**src/rtl/uba_intr_arb_if.sv**
```systemverilog
// Bus bundle between the Unibus-adapter interrupt arbiter and its surroundings:
// PIA fields, device IRQ/vector lines, CPU INTA handshake and the arbiter outputs.
interface uba_intr_arb_if #(
    parameter int NDEV = 4,
    parameter int VW   = 16
);
    logic [2:0]         ubaPIAH;
    logic [2:0]         ubaPIAL;
    logic [NDEV-1:0]    devIRQ;
    logic [VW*NDEV-1:0] devVECT;
    logic               busINTA;
    logic [2:0]         busPI;
    logic [6:0]         ubaINTR;
    logic [VW-1:0]      ubaVECT;
    logic               ubaACKN;
    logic [NDEV-1:0]    devIACK;

    // The arbiter side.
    modport slave (
        input  ubaPIAH, ubaPIAL, devIRQ, devVECT, busINTA, busPI,
        output ubaINTR, ubaVECT, ubaACKN, devIACK
    );

    // The CPU/device side driving requests and acknowledge cycles.
    modport master (
        output ubaPIAH, ubaPIAL, devIRQ, devVECT, busINTA, busPI,
        input  ubaINTR, ubaVECT, ubaACKN, devIACK
    );
endinterface

```
**src/rtl/uba_intr_arb.sv**
```systemverilog
// Unibus-adapter interrupt arbiter: maps device IRQs onto KS10 PI levels and runs
// the INTA handshake, returning the winning vector and a one-cycle IACK pulse.
module uba_intr_arb #(
    parameter int              NDEV  = 4,
    parameter logic [NDEV-1:0] DEVHI = 4'b0011,
    parameter int              VW    = 16
) (
    input  logic           clk,
    input  logic           rst,
    uba_intr_arb_if.slave  bus
);
    localparam int IW = (NDEV > 1) ? $clog2(NDEV) : 1;

    localparam logic [1:0] IDLE = 2'd0;
    localparam logic [1:0] ARB  = 2'd1;
    localparam logic [1:0] ACK  = 2'd2;
    localparam logic [1:0] DONE = 2'd3;

    logic [1:0]      state_q, state_d;
    logic            inta_q;
    logic            armed_q, armed_d;
    logic [6:0]      intr_q, intr_d;
    logic [VW-1:0]   vect_q, vect_d;
    logic            ackn_q, ackn_d;
    logic [NDEV-1:0] iack_q, iack_d;

    logic [NDEV-1:0] hi_req, lo_req;
    logic [NDEV-1:0] hi_cand, lo_cand, cand, win_oh;
    logic            hi_match, lo_match, start;
    logic [IW-1:0]   win_idx;
    logic [VW-1:0]   vect_arr [NDEV];

    genvar gi;
    generate
        for (gi = 0; gi < NDEV; gi++) begin : g_vect
            assign vect_arr[gi] = bus.devVECT[VW*gi +: VW];
        end
    endgenerate

    assign hi_req = bus.devIRQ & DEVHI;
    assign lo_req = bus.devIRQ & ~DEVHI;

    // PI request lines; equal PIA fields simply OR onto the same bit.
    always_comb begin
        intr_d = '0;
        if ((|hi_req) && (bus.ubaPIAH != 3'd0))
            intr_d[bus.ubaPIAH - 3'd1] = 1'b1;
        if ((|lo_req) && (bus.ubaPIAL != 3'd0))
            intr_d[bus.ubaPIAL - 3'd1] = 1'b1;
    end

    assign hi_match = (bus.ubaPIAH == bus.busPI) && (bus.busPI != 3'd0);
    assign lo_match = (bus.ubaPIAL == bus.busPI) && (bus.busPI != 3'd0);
    assign hi_cand  = hi_req & {NDEV{hi_match}};
    assign lo_cand  = lo_req & {NDEV{lo_match}};
    assign cand     = (|hi_cand) ? hi_cand : lo_cand;
    // Isolate the lowest set bit: lowest index wins within the chosen group.
    assign win_oh   = cand & (~cand + 1'b1);

    always_comb begin
        win_idx = '0;
        for (int i = NDEV - 1; i >= 0; i--) begin
            if (cand[i])
                win_idx = IW'(i);
        end
    end

    // armed_q blocks a cycle start while busINTA has stayed high since reset.
    assign start = bus.busINTA & ~inta_q & armed_q;

    always_comb begin
        state_d = state_q;
        vect_d  = vect_q;
        ackn_d  = ackn_q;
        iack_d  = '0;
        armed_d = armed_q | ~bus.busINTA;
        case (state_q)
            IDLE: begin
                if (start)
                    state_d = ARB;
            end
            ARB: begin
                if (|cand) begin
                    vect_d  = vect_arr[win_idx];
                    iack_d  = win_oh;
                    ackn_d  = 1'b1;
                    state_d = ACK;
                end else begin
                    vect_d  = '0;
                    ackn_d  = 1'b0;
                    state_d = DONE;
                end
            end
            ACK: begin
                state_d = DONE;
            end
            DONE: begin
                if (!bus.busINTA) begin
                    state_d = IDLE;
                    ackn_d  = 1'b0;
                    vect_d  = '0;
                end
            end
            default: begin
                state_d = IDLE;
            end
        endcase
    end

    always_ff @(posedge clk or negedge rst) begin
        if (!rst) begin
            state_q <= IDLE;
            inta_q  <= 1'b0;
            armed_q <= 1'b0;
            intr_q  <= '0;
            vect_q  <= '0;
            ackn_q  <= 1'b0;
            iack_q  <= '0;
        end else begin
            state_q <= state_d;
            inta_q  <= bus.busINTA;
            armed_q <= armed_d;
            intr_q  <= intr_d;
            vect_q  <= vect_d;
            ackn_q  <= ackn_d;
            iack_q  <= iack_d;
        end
    end

    assign bus.ubaINTR = intr_q;
    assign bus.ubaVECT = vect_q;
    assign bus.ubaACKN = ackn_q;
    assign bus.devIACK = iack_q;
endmodule

```
**src/flat_wrapper.sv**
```systemverilog
// flat-port wrapper written by rule: the top's interface ports become plain ports
module uba_intr_arb_flat 
#(
    parameter int              NDEV  = 4,
    parameter logic [NDEV-1:0] DEVHI = 4'b0011,
    parameter int              VW    = 16
)
  (clk, rst, bus_ubaPIAH, bus_ubaPIAL, bus_devIRQ, bus_devVECT, bus_busINTA, bus_busPI, bus_ubaINTR, bus_ubaVECT, bus_ubaACKN, bus_devIACK);
  uba_intr_arb_if #(.NDEV(NDEV), .VW(VW)) bus_i ();
  input  logic clk;
  input  logic rst;
  input wire logic [$bits(bus_i.ubaPIAH)-1:0] bus_ubaPIAH;
  input wire logic [$bits(bus_i.ubaPIAL)-1:0] bus_ubaPIAL;
  input wire logic [$bits(bus_i.devIRQ)-1:0] bus_devIRQ;
  input wire logic [$bits(bus_i.devVECT)-1:0] bus_devVECT;
  input wire logic [$bits(bus_i.busINTA)-1:0] bus_busINTA;
  input wire logic [$bits(bus_i.busPI)-1:0] bus_busPI;
  output wire logic [$bits(bus_i.ubaINTR)-1:0] bus_ubaINTR;
  output wire logic [$bits(bus_i.ubaVECT)-1:0] bus_ubaVECT;
  output wire logic [$bits(bus_i.ubaACKN)-1:0] bus_ubaACKN;
  output wire logic [$bits(bus_i.devIACK)-1:0] bus_devIACK;
  assign bus_i.ubaPIAH = bus_ubaPIAH;
  assign bus_i.ubaPIAL = bus_ubaPIAL;
  assign bus_i.devIRQ = bus_devIRQ;
  assign bus_i.devVECT = bus_devVECT;
  assign bus_i.busINTA = bus_busINTA;
  assign bus_i.busPI = bus_busPI;
  assign bus_ubaINTR = bus_i.ubaINTR;
  assign bus_ubaVECT = bus_i.ubaVECT;
  assign bus_ubaACKN = bus_i.ubaACKN;
  assign bus_devIACK = bus_i.devIACK;
  uba_intr_arb #(.NDEV(NDEV), .DEVHI(DEVHI), .VW(VW)) u_core (.clk(clk), .rst(rst), .bus(bus_i));
endmodule
```
**config.mk**
```make
export PLATFORM = sky130hd
export DESIGN_NAME = uba_intr_arb_flat
export DESIGN_NICKNAME = d
export VERILOG_FILES = /design/src/rtl/uba_intr_arb_if.sv /design/src/rtl/uba_intr_arb.sv /design/src/flat_wrapper.sv
export SDC_FILE = /design/constraint.sdc
export NUM_CORES = 1
export LEC_CHECK = 0
export ABC_CLOCK_PERIOD_IN_PS = 2200
export CAP_MARGIN = 20
export CORE_MARGIN = 1
export CORE_UTILIZATION = 41
export DETAILED_ROUTE_END_ITERATION = 6
export GPL_ROUTABILITY_DRIVEN = 0
export PLACE_DENSITY = 0.88
export SYNTH_ARGS = -nofsm -noshare
export SYNTH_HDL_FRONTEND = slang
export SYNTH_SLANG_ARGS = --single-unit
```
**constraint.sdc**
```tcl
create_clock -name clk -period 2.2 [get_ports clk]
set_input_delay 0.22 -clock clk [delete_from_list [all_inputs] [get_ports clk]]
set_output_delay 0.22 -clock clk [all_outputs]
set_load 0.01 [all_outputs]
```
==> metrics.md <==
| Metric | Value |
|---|---|
| Reg2Reg Depth | `6` |
| Terminus of the critical flop-to-flop path | `u_core.bus.ubaVECT[11]$_DFFE_PN0P_` |
| Met3 GRT Util | `3.17%` |
| GRT met2 Usage | `43.8%` |
| CP arrival | `between 2 and 2.5 ns` |
| Cell Area, Synth | `2210 um^2` |
| Final Cycle Share | `96.7%` |
| Postcts setup bufs | `0` |
| CTS tree | `built` |
| Status | `finished clean` |
| Leading area contributor after synthesis | `dfrtp_1` |
| Max Cap Viol | `0` |
| Final setup viols | `0` |
| Area grow syn2layout | `65.5%` |
| R2r setup slk | `0.48 ns` |
| Count of final hold-check violations | `0` |
| Met1 GRT Util | `30.3%` |
| Synth area leaders | `dfrtp_1 36%, and3_1 8.8%, a211oi_1 5.1%` |
| Share of the synthesized area in the top cell type | `36.3%` |
| Slew HR | `63.1%` |
| GRT Util Overall | `24.7%` |
| Number of hold buffers added after CTS | `0` |
| Die X | `75.4 um` |
| RSZ-0062 raised after global routing | `true` |
| Peak VDD IR | `roughly 0.3 mV` |
| Row cnt | `26` |
| First-pass GRT wire length | `10,500 um` |
| Vert. Die Dim | `75.4 um` |
| Detailed-route vias per instance | `5.47` |
| Nets@finish | `461` |
| Largest family of logic cells by synthesized area | `compound AO/OA/AOI/OAI gates` |
| Worst Setup Start Kind | `primary input` |
| Antenna violations before repair | `0` |
| Reg-to-Reg Start | `u_core.state_q[0]$_DFFE_PN0P_` |
| DRT Pass-1 Iters | `4` |
| Syn_nets | `336` |
| Simple-gate area share of the yosys netlist | `21.8%` |
| Compound-Gate Fraction of Synth Area | `29.6%` |
| Layout Skew | `0.00492 ns` |
| Async S/R FF share, synth | `100%` |
| XOR/XNOR Fraction of Synth Area | `around 3.2%` |
| Full die area | `5680 um^2` |
| Mux contribution to synthesized area | `0%` |
| Vias in the first global route | `2,285` |
| DR vias | `~2,400` |
| Antenna Violating Nets Remaining | `0` |
| Largest net degree at the start of global routing | `33` |
| Num CTS Buffers | `5` |
| Yosys warnings | `0` |
| Setup TNS | `0 ns` |
| Drc violations | `0` |
| Cells along the critical path | `clkdlybuf4s50_1 -> xor2_1 -> or4_4 -> a311oi_4 -> buf_4 -> nor2_2 -> o31ai_2 -> nand2_1` |
| Actual slew at the worst max-slew pin | `around 0.55 ns` |
| Share of cells above drive strength 1 | `13.6%` |
| Initial core utilization | `42.9%` |
| H-Tree Depth | `2` |
| CP max FO | `6` |
| Post-DP HPWL | `5470 um` |
| Flops & latches, synth | `32` |
| Min Tclk post-route | `around 2.1 ns` |
| Slowest cell on crit path | `or4_4` |
| Top achievable clock speed | `between 400 and 500 MHz` |
| Power per cell area | `just over 600 nW/um^2` |
| CP Capture Point | `u_core.state_q[0]$_DFFE_PN0P_` |
| Syn Inst Count | `249` |
| CP Launch Point | `bus_busPI[0]` |
| Top FF cell, synth | `dfrtp_1` |
| CP max stage delay | `about 0.57 ns` |
| Cell leakage power | `1.63 nW` |
| Post-synthesis cell type count | `47` |
| Synthesized-area fraction occupied by adder cells | `3.97%` |
| Antenna Cells | `0` |
| Final WL | `7100 um` |
| Crit Path Class | `in2reg` |
| Post-synthesis area per instance | `8.86 um^2` |
| I/O Pins | `approximately 110` |
| CP required | `2.36 ns` |
| HP Class | `in2async` |
| Fin util | `71.1%` |
| CP endpoint kind | `register` |
| Core box area | `5140 um^2` |
| Register area share after synthesis | `between 30% and 40%` |
| Post-DR wirelength/cell | `16.0 um` |
| Iter 0 DRT Violations | `120` |
| Clk buf depth | `2` |
| Clk sinks | `32` |
| Grt peak-use layer | `met2` |
| Root buffer selected by CTS | `clkbuf_8` |
| GRT overflow | `0` |
| EDFF count, synth | `0` |
| Final Max Tran Viols | `0` |
| Worst-Skew Late Latency | `approximately 0.28 ns` |
| Fillers | `~410` |
| Clock slew at reported path FFs | `0.06 ns` |
| Port buffer count | `roughly 110` |
[cells by family (layout without fill, tap and decap cells)]
kind of cell / Yosys count / count (layout)
AO/OA/AOI/OAI: 85 / 85
XOR/XNOR: 8 / 8
adder cells (fa/ha/maj): 7 / 7
buffers and inverters: 26 / 151
flip-flops: 32 / 32
AND/OR/NAND/NOR: 91 / 91
[synthesized netlist by cell type, types with 2 or more instances]
master	count
nor2_1	10
inv_1	10
a211oi_1	15
buf_2	4
dfrtp_1	32
nand2_1	28
o22ai_1	3
xnor2_1	2
a31o_2	2
o21ai_1	15
nor3_1	3
o21ai_0	2
clkbuf_1	9
nand3b_1	3
or2_2	2
nand2b_1	3
o311ai_1	9
a21boi_0	15
o311ai_0	6
a21oi_1	3
ha_1	7
and3_1	31
o32ai_1	4
and2_1	3
xor2_1	6
[critical path: cells and delay by family]
kind                   cells  cell delay, ns
AND/OR/NAND/NOR            3            0.69
AO/OA/AOI/OAI              2            0.48
buffers and inverters      2            0.68
XOR/XNOR                   1            0.22
[state kept, by name (all words and copies together) (netlist names)]
| name | count |
|---|---|
| u_core.state_q | 2 |
| u_core.armed_q | 1 |
| u_core.inta_q | 1 |
| u_core.bus.ubaVECT | 16 |
| u_core.bus.ubaACKN | 1 |
| u_core.bus.ubaINTR | 7 |
| u_core.bus.devIACK | 4 |
[layout by cell type, fill, tap and decap left out, types with 2 or more instances in the layout]
master | synthesis | routed
and3_1 | 31 | 31
a211oi_1 | 15 | 13
ha_1 | 7 | 7
nor2_1 | 10 | 10
xor2_1 | 6 | 6
o21ai_1 | 15 | 16
nand2b_1 | 3 | 3
a21boi_0 | 15 | 15
and2_1 | 3 | 3
xnor2_1 | 2 | 2
nand3b_1 | 3 | 3
a31o_2 | 2 | 2
clkbuf_8 | 0 | 7
a211oi_2 | 0 | 2
buf_12 | 0 | 3
a21oi_1 | 3 | 3
buf_4 | 1 | 23
or2_2 | 2 | 2
o32ai_1 | 4 | 4
o311ai_0 | 6 | 4
clkdlybuf4s50_1 | 0 | 107
nand2_1 | 28 | 28
o22ai_1 | 3 | 3
inv_1 | 10 | 10
o311ai_1 | 9 | 11
nor3_1 | 3 | 2
dfrtp_1 | 32 | 32
[cell type report]
cell class / count / area, um^2 / share of cell area, %
multi-input cells: 191 / 1320 / 36.0
well taps: 70 / 87.6 / 2.40
clock buffers: 7 / 96.3 / 2.64
inverters: 10 / 37.5 / 1.03
flip-flops and latches: 32 / 801 / 21.9
repair buffers: 134 / 1320 / 36.0
[how the worst min path moves through the flow]
| stage | endpoint | cells past startpoint |
|---|---|---|
| after CTS | u_core.bus.ubaVECT[14]$_DFFE_PN0P_ | 2 |
| after global placement | u_core.armed_q$_DFF_PN0_ | 1 |
| after floorplan | u_core.armed_q$_DFF_PN0_ | 0 |
| after detailed placement | u_core.armed_q$_DFF_PN0_ | 1 |
| after global routing | u_core.bus.ubaVECT[14]$_DFFE_PN0P_ | 2 |
| final | u_core.bus.ubaVECT[2]$_DFFE_PN0P_ | 2 |
[through the flow]
stage | std cells | area (um^2) | worst slack [ns] | total power, mW | hold slack [ns]
floorplan | 249 | 2210 | 0.310 | 1.25 | -0.0756
global placement | 437 | 3530 | -0.136 | 1.76 | 0.449
detailed placement | 437 | 3530 | -0.338 | 1.79 | 0.457
CTS | 444 | 3630 | 0.0179 | 2.28 | 0.354
global route | 444 | 3650 | -0.0159 | 2.42 | 0.391
finish | 444 | 3650 | 0.0717 | 2.28 | 0.340
[where the power goes]
group | switching, mW | internal [mW] | total [mW]
combinational | 0.520 | 0.523 | 1.04
clock | 0.198 | 0.278 | 0.476
sequential | 0.0619 | 0.695 | 0.757
[metal layers]
layer | routed length, um | part of all wire (%) | vias to the layer above
met5 | 0 | 0 | -
met4 | 150 | 2.1 | 0
met1 | 2850 | 40 | 1151
met3 | 326 | 4.6 | 16
met2 | 3770 | 53 | 80
li1 | - | - | 1181
[what timing repair did]
action                                  in CTS  in global routing
pin swaps                                    0                  2
endpoints found under the hold margin        0                  0
gates resized for setup                      1                  8
endpoints found under the setup margin       4                 16
Power figures use the tool's default switching activity.
==> RTL change 1 (same settings) <==
`VW` is set to 16 in 3 places; all go to 32.
--- a/src/rtl/uba_intr_arb_if.sv
+++ b/src/rtl/uba_intr_arb_if.sv
@@ -4,3 +4,3 @@
     parameter int NDEV = 4,
-    parameter int VW   = 16
+    parameter int VW   = 32
 );
--- a/src/rtl/uba_intr_arb.sv
+++ b/src/rtl/uba_intr_arb.sv
@@ -5,3 +5,3 @@
     parameter logic [NDEV-1:0] DEVHI = 4'b0011,
-    parameter int              VW    = 16
+    parameter int              VW    = 32
 ) (
--- a/src/flat_wrapper.sv
+++ b/src/flat_wrapper.sv
@@ -5,3 +5,3 @@
     parameter logic [NDEV-1:0] DEVHI = 4'b0011,
-    parameter int              VW    = 16
+    parameter int              VW    = 32
 )
Ports: changed (resized bus_devVECT and bus_ubaVECT); port bits go from 108 to 188. The function was not compared with the original's and may differ.
==> RTL change 1 against the original RTL <==
Setup slack improved by 0.024 ns. Synthesized area is 38% higher. Largest power group unchanged. Sequential share of layout area rose by 0.98 points. Critical path depth down 1. Global-route usage up 1.4 points. Routed wire length up 44%. Critical path type unchanged. Sequential cell count grew 16. Register-to-register slack worse by 0.23 ns. Core utilization is 1.6 points higher. Power rose by 33%. Cell area grew 44%. Critical endpoint is now u_core.bus.ubaVECT[3]$_DFFE_PN0P_.
==> RTL change 1: results (changes against the original RTL) <==
----------------------------------------------------
[Synthesis]
  Cell types occupying the most area after synthesis ... sky130_fd_sc_hd__dfrtp_1 40%, sky130_fd_sc_hd__mux2i_1 10%, sky130_fd_sc_hd__o221ai_1 8.9%
  Syn Inst Count ... 312 (+25%)
  Post-synthesis compound-gate area fraction ... 28.6% (-0.98 points)
  Multiplexer share of the synthesized area ... 10.2% (+10 points)
  Synthesized Nets ... 463 (+38%)
  Warnings from Yosys ... 0 (unchanged)
  Synth cell count leaders ... 48 x sky130_fd_sc_hd__dfrtp_1, 44 x sky130_fd_sc_hd__nand2_1, 33 x sky130_fd_sc_hd__a21oi_1
  Post-synthesis adder-cell area fraction ... 2.88% (-1.1 points)
  Count of unique library cells instantiated by Yosys ... 41 (-13%)
  Synth Area in XOR/XNOR ... 2.31% (-0.87 points)
  Sequential fraction of the synthesis area ... 39.5% (+3.2 points)

[Global routing]
  Antenna violations before repair ... 0 (unchanged)
  Maximum number of pins on one net before global-route repair ... 49 (+48%)
  Total GRT Usage ... 26.1% (+1.4 points)
  Wire length of the first global-routing pass ... 15600 um (+49%)
  Via count of the first global-routing pass ... 3370 (+47%)

[Place]
  Port bufs ... 187 (+75%)
  Hpwl dp ... 7930 um (+45%)
  Number of cells after detailed placement ... 601 (+38%)

[Power and ir drop]
  Leakage ... 2.23 nW (+37%)
  IR Drop Worst-Case VDD ... 295 uV (-1.4%)
  Switching Power ... 1.09 mW (+40%)

[Setup path]
  R2r setup slk ... 0.25 ns (-0.23 ns)
  CP peak stage delay ... 0.51 ns (-0.06 ns)
  Family with the most delay on the worst path ... buffers and inverters
  Buffering stage count on the worst path with inverters included ... 2 (unchanged)
  Data arrival time of the critical path ... 2.31 ns (+0.02 ns)
  Slowest cell on the critical path ... sky130_fd_sc_hd__or4_4
  Max FO, Critical Path ... 14 (+8)

[STA]
  Final Skew ... 0.0135 ns (+0.00860 ns)
  Worst hold slack after final layout ... 0.0155 ns (-0.325 ns)
  Least-Margin Pin Slew ... 0.689 ns (+0.136 ns)

[Clocking]
  # H-tree levels ... 2 (unchanged)
  Clock buffer count from CTS ... 5 (unchanged)
  Clock transition at the registers of the reported paths ... 0.09 ns (+0.03 ns)
  Later-pin clock latency in the skew report ... 0.30 ns (+0.02 ns)

[Route]
  DRT Wirelength ... 10200 um (+44%)
  Initial DRC count ... 165 (+38%)
  Vias per Instance ... 5.55 (+1.5%)
  Number of iterations in the first detailed-routing pass ... 4 (unchanged)
  Wire per inst ... 16.8 um (+5.2%)

[Cells and area]
  Flip-flop count of the largest register after layout ... 32 (+16)
  Count of nets after finishing ... 660 (+43%)
  Share of layout cells above drive strength 1 ... 8.43% (-5.2 points)

[Hold path]
  Hold crit path type ... in2async

[Status]
  Run status ... finished, final reports clean

----------------------------------------------------
## RTL change 1: cell count changes after synthesis, sizes merged, moves of 4 or more
cell    unedited run  this run
dfrtp             32        48
nand3              1         5
mux2i              0        31
nor2              11         5
o311ai            15         0
o221ai             0        31
and3              31         1
a211oi            15         1
a21boi            15         3
nand2             29        45
a21oi              3        33
a22oi              1        31
o21ai             18         5
## RTL change 1: metal layers
metal | part of all wire [%] | global-route usage, % | vias to the layer above
met2 | 54 | 49.1 | 135
li1 | - | - | 1593
met4 | 2.5 | 9.09 | 0
met5 | 0 | 0 | -
met1 | 37 | 29.4 | 1630
met3 | 6.6 | 4.81 | 22
## RTL change 1: what timing repair did
| action | in CTS | in global routing |
|---|---|---|
| setup endpoints to repair | 0 | 21 |
| setup buffers | 0 | 0 |
| gates resized for setup | 0 | 5 |
## RTL change 1: power by group through the flow
stage | Clock (mW) | Sequential [mW] | Combinational, mW
global placement | 0 | 1.07 | 1.34
floorplan | 0 | 1.11 | 0.658
finish | 0.550 | 1.07 | 1.40
detailed placement | 0 | 1.08 | 1.40
global route | 0.597 | 1.08 | 1.53
CTS | 0.560 | 1.06 | 1.40
## RTL change 1: logic make-up after synthesis
kind of cell / count (synthesis)
buffers and inverters: 31
adders and majority gates: 7
AOI/OAI and AO/OA: 117
DFF: 48
muxes: 31
and+or+nand+nor: 70
xor gates and xnor gates: 8
## RTL change 1: area by class of cell
type	instances	area (um2)
clock buffer	7	86.3
timing repair buffer	211	2100
clock inverter	1	7.51
tap	99	124
inverter	10	37.5
fill	548	1970
sequential	48	1200
multi-input combinational	233	1690
## RTL change 1: through the flow
step           worst slack [ns]  TNS [ns]  total power, mW  cell area, um2
2_1_floorplan             0.389         0             1.77            3040
3_3_place_gp             -0.167     -4.62             2.41            5130
3_5_place_dp             -0.254     -6.39             2.48            5130
4_1_cts                  0.0781         0             3.03            5230
5_1_grt                 -0.0164   -0.0293             3.21            5250
6_report                 0.0957         0             3.02            5250
## RTL change 1: worst paths after layout
path,start,endpoint,cells after the start
max,bus_ubaPIAL[0],u_core.bus.ubaVECT[3]$_DFFE_PN0P_,7
min,rst,u_core.bus.ubaVECT[5]$_DFFE_PN0P_,2
max reg2reg,u_core.state_q[0]$_DFFE_PN0P_,u_core.bus.ubaVECT[26]$_DFFE_PN0P_,5
min reg2reg,u_core.bus.ubaACKN$_DFFE_PN0P_,u_core.bus.ubaACKN$_DFFE_PN0P_,2
max in group asynchronous,rst,u_core.bus.ubaVECT[6]$_DFFE_PN0P_,2
min in group clk,bus_busINTA,u_core.inta_q$_DFF_PN0_,1
==> RTL change 2 (same settings) <==
Made on the original files. Make the reset (`rst`) synchronous in one clocked block.
--- a/src/rtl/uba_intr_arb.sv
+++ b/src/rtl/uba_intr_arb.sv
@@ -109,3 +109,3 @@
 
-    always_ff @(posedge clk or negedge rst) begin
+    always_ff @(posedge clk) begin
         if (!rst) begin
Formal check against the unedited RTL: differs if rst is asserted again (counterexample within 4 cycles, from zero or initial values and one cycle with rst low); with rst held inactive, the same outputs for 10 cycles.
==> RTL change 2 against the original RTL <==
Power shrank 16%. Via count is 1.8% higher. Synthesized area shrank 6.0%. Combinational power shrank 38%. Cell area shrank 4.4%. Sequential cell count did not move. Setup slack gained 0.072 ns. Routed wire length decreased by 1.0%. Largest power group is now registers.
==> RTL change 2: results (changes against the original RTL) <==
----------------------------------------------------
[Synthesis]
  Post-synthesis compound-gate area fraction ... 30.2% (+0.56 points)
  Post-synthesis adder-cell area fraction ... 4.22% (+0.25 points)
  Count of unique library cells instantiated by Yosys ... 44 (-6.4%)
  Synthesized Nets ... 343 (+2.1%)
  Share of flip-flops with an asynchronous set or reset ... 0% (-100 points)
  Synth Area in XOR/XNOR ... 4.22% (+1.0 points)

[Route]
  Vias ... 2472 (+1.8%)
  Wire per inst ... 15.8 um (-1.2%)
  Met2 WL ... 3260 um (-13%)
  Routed wire length on met3 ... 672 um (+110%)
  Vias per Instance ... 5.56 (+1.6%)

[Setup path]
  R2r setup slk ... 0.66 ns (+0.18 ns)
  Critical path origin ... bus_busPI[2]
  Reg2Reg Depth ... 7 (+1)
  RR Startpoint ... u_core.state_q[1]$_SDFFE_PN0P_

[Global routing]
  Maximum number of pins on one net before global-route repair ... 28 (-15%)
  Met1 usage in global routing ... 32.2% (+2.0 points)
  Via count of the first global-routing pass ... 2433 (+6.5%)
  Met2 global-route usage ... 49.0% (+5.1 points)
  Wire length of the first global-routing pass ... 11200 um (+6.7%)
  GR Util met3 ... 6.91% (+3.7 points)

[Cells and area]
  Share of layout cells above drive strength 1 ... 10.8% (-2.8 points)

[Clocking]
  Count of instances resized after the clock tree is built ... 0 (-1)

[Power and ir drop]
  Switching Power ... 555 uW (-29%)
  Power share of the combinational group ... 33.3% (-13 points)

[Place]
  Worst-case setup slack after placement ... -0.130 ns (+0.208 ns)
  Instance area after placement ... 3370 um2 (-4.6%)

[Status]
  Run status ... finished, final reports clean

[STA]
  Final Skew ... 0.00876 ns (+0.00384 ns)
  Final critical path time including I/O delays and setup ... 2.06 ns (-0.0721 ns)

----------------------------------------------------
RTL change 2: changes by cell type after synthesis, moves of 3 or more:
cell	before	now
sky130_fd_sc_hd__and2_1	3	8
sky130_fd_sc_hd__nand2_1	28	25
sky130_fd_sc_hd__dfrtp_1	32	0
sky130_fd_sc_hd__o311ai_0	6	0
sky130_fd_sc_hd__dfxtp_1	0	32
sky130_fd_sc_hd__a21boi_1	0	3
sky130_fd_sc_hd__nor2_1	10	4
sky130_fd_sc_hd__o31ai_1	1	15
sky130_fd_sc_hd__nor2b_1	1	5
sky130_fd_sc_hd__xnor2_1	2	8
sky130_fd_sc_hd__xor2_1	6	2
sky130_fd_sc_hd__o311ai_1	9	0
RTL change 2: area by class of cell:
class | count | area [um2]
timing repair buffer | 133 | 1300
clock inverter | 1 | 30.0
clock buffer | 7 | 96.3
tap | 67 | 83.8
sequential | 32 | 641
multi-input combinational | 193 | 1290
fill | 342 | 1290
inverter | 12 | 45.0
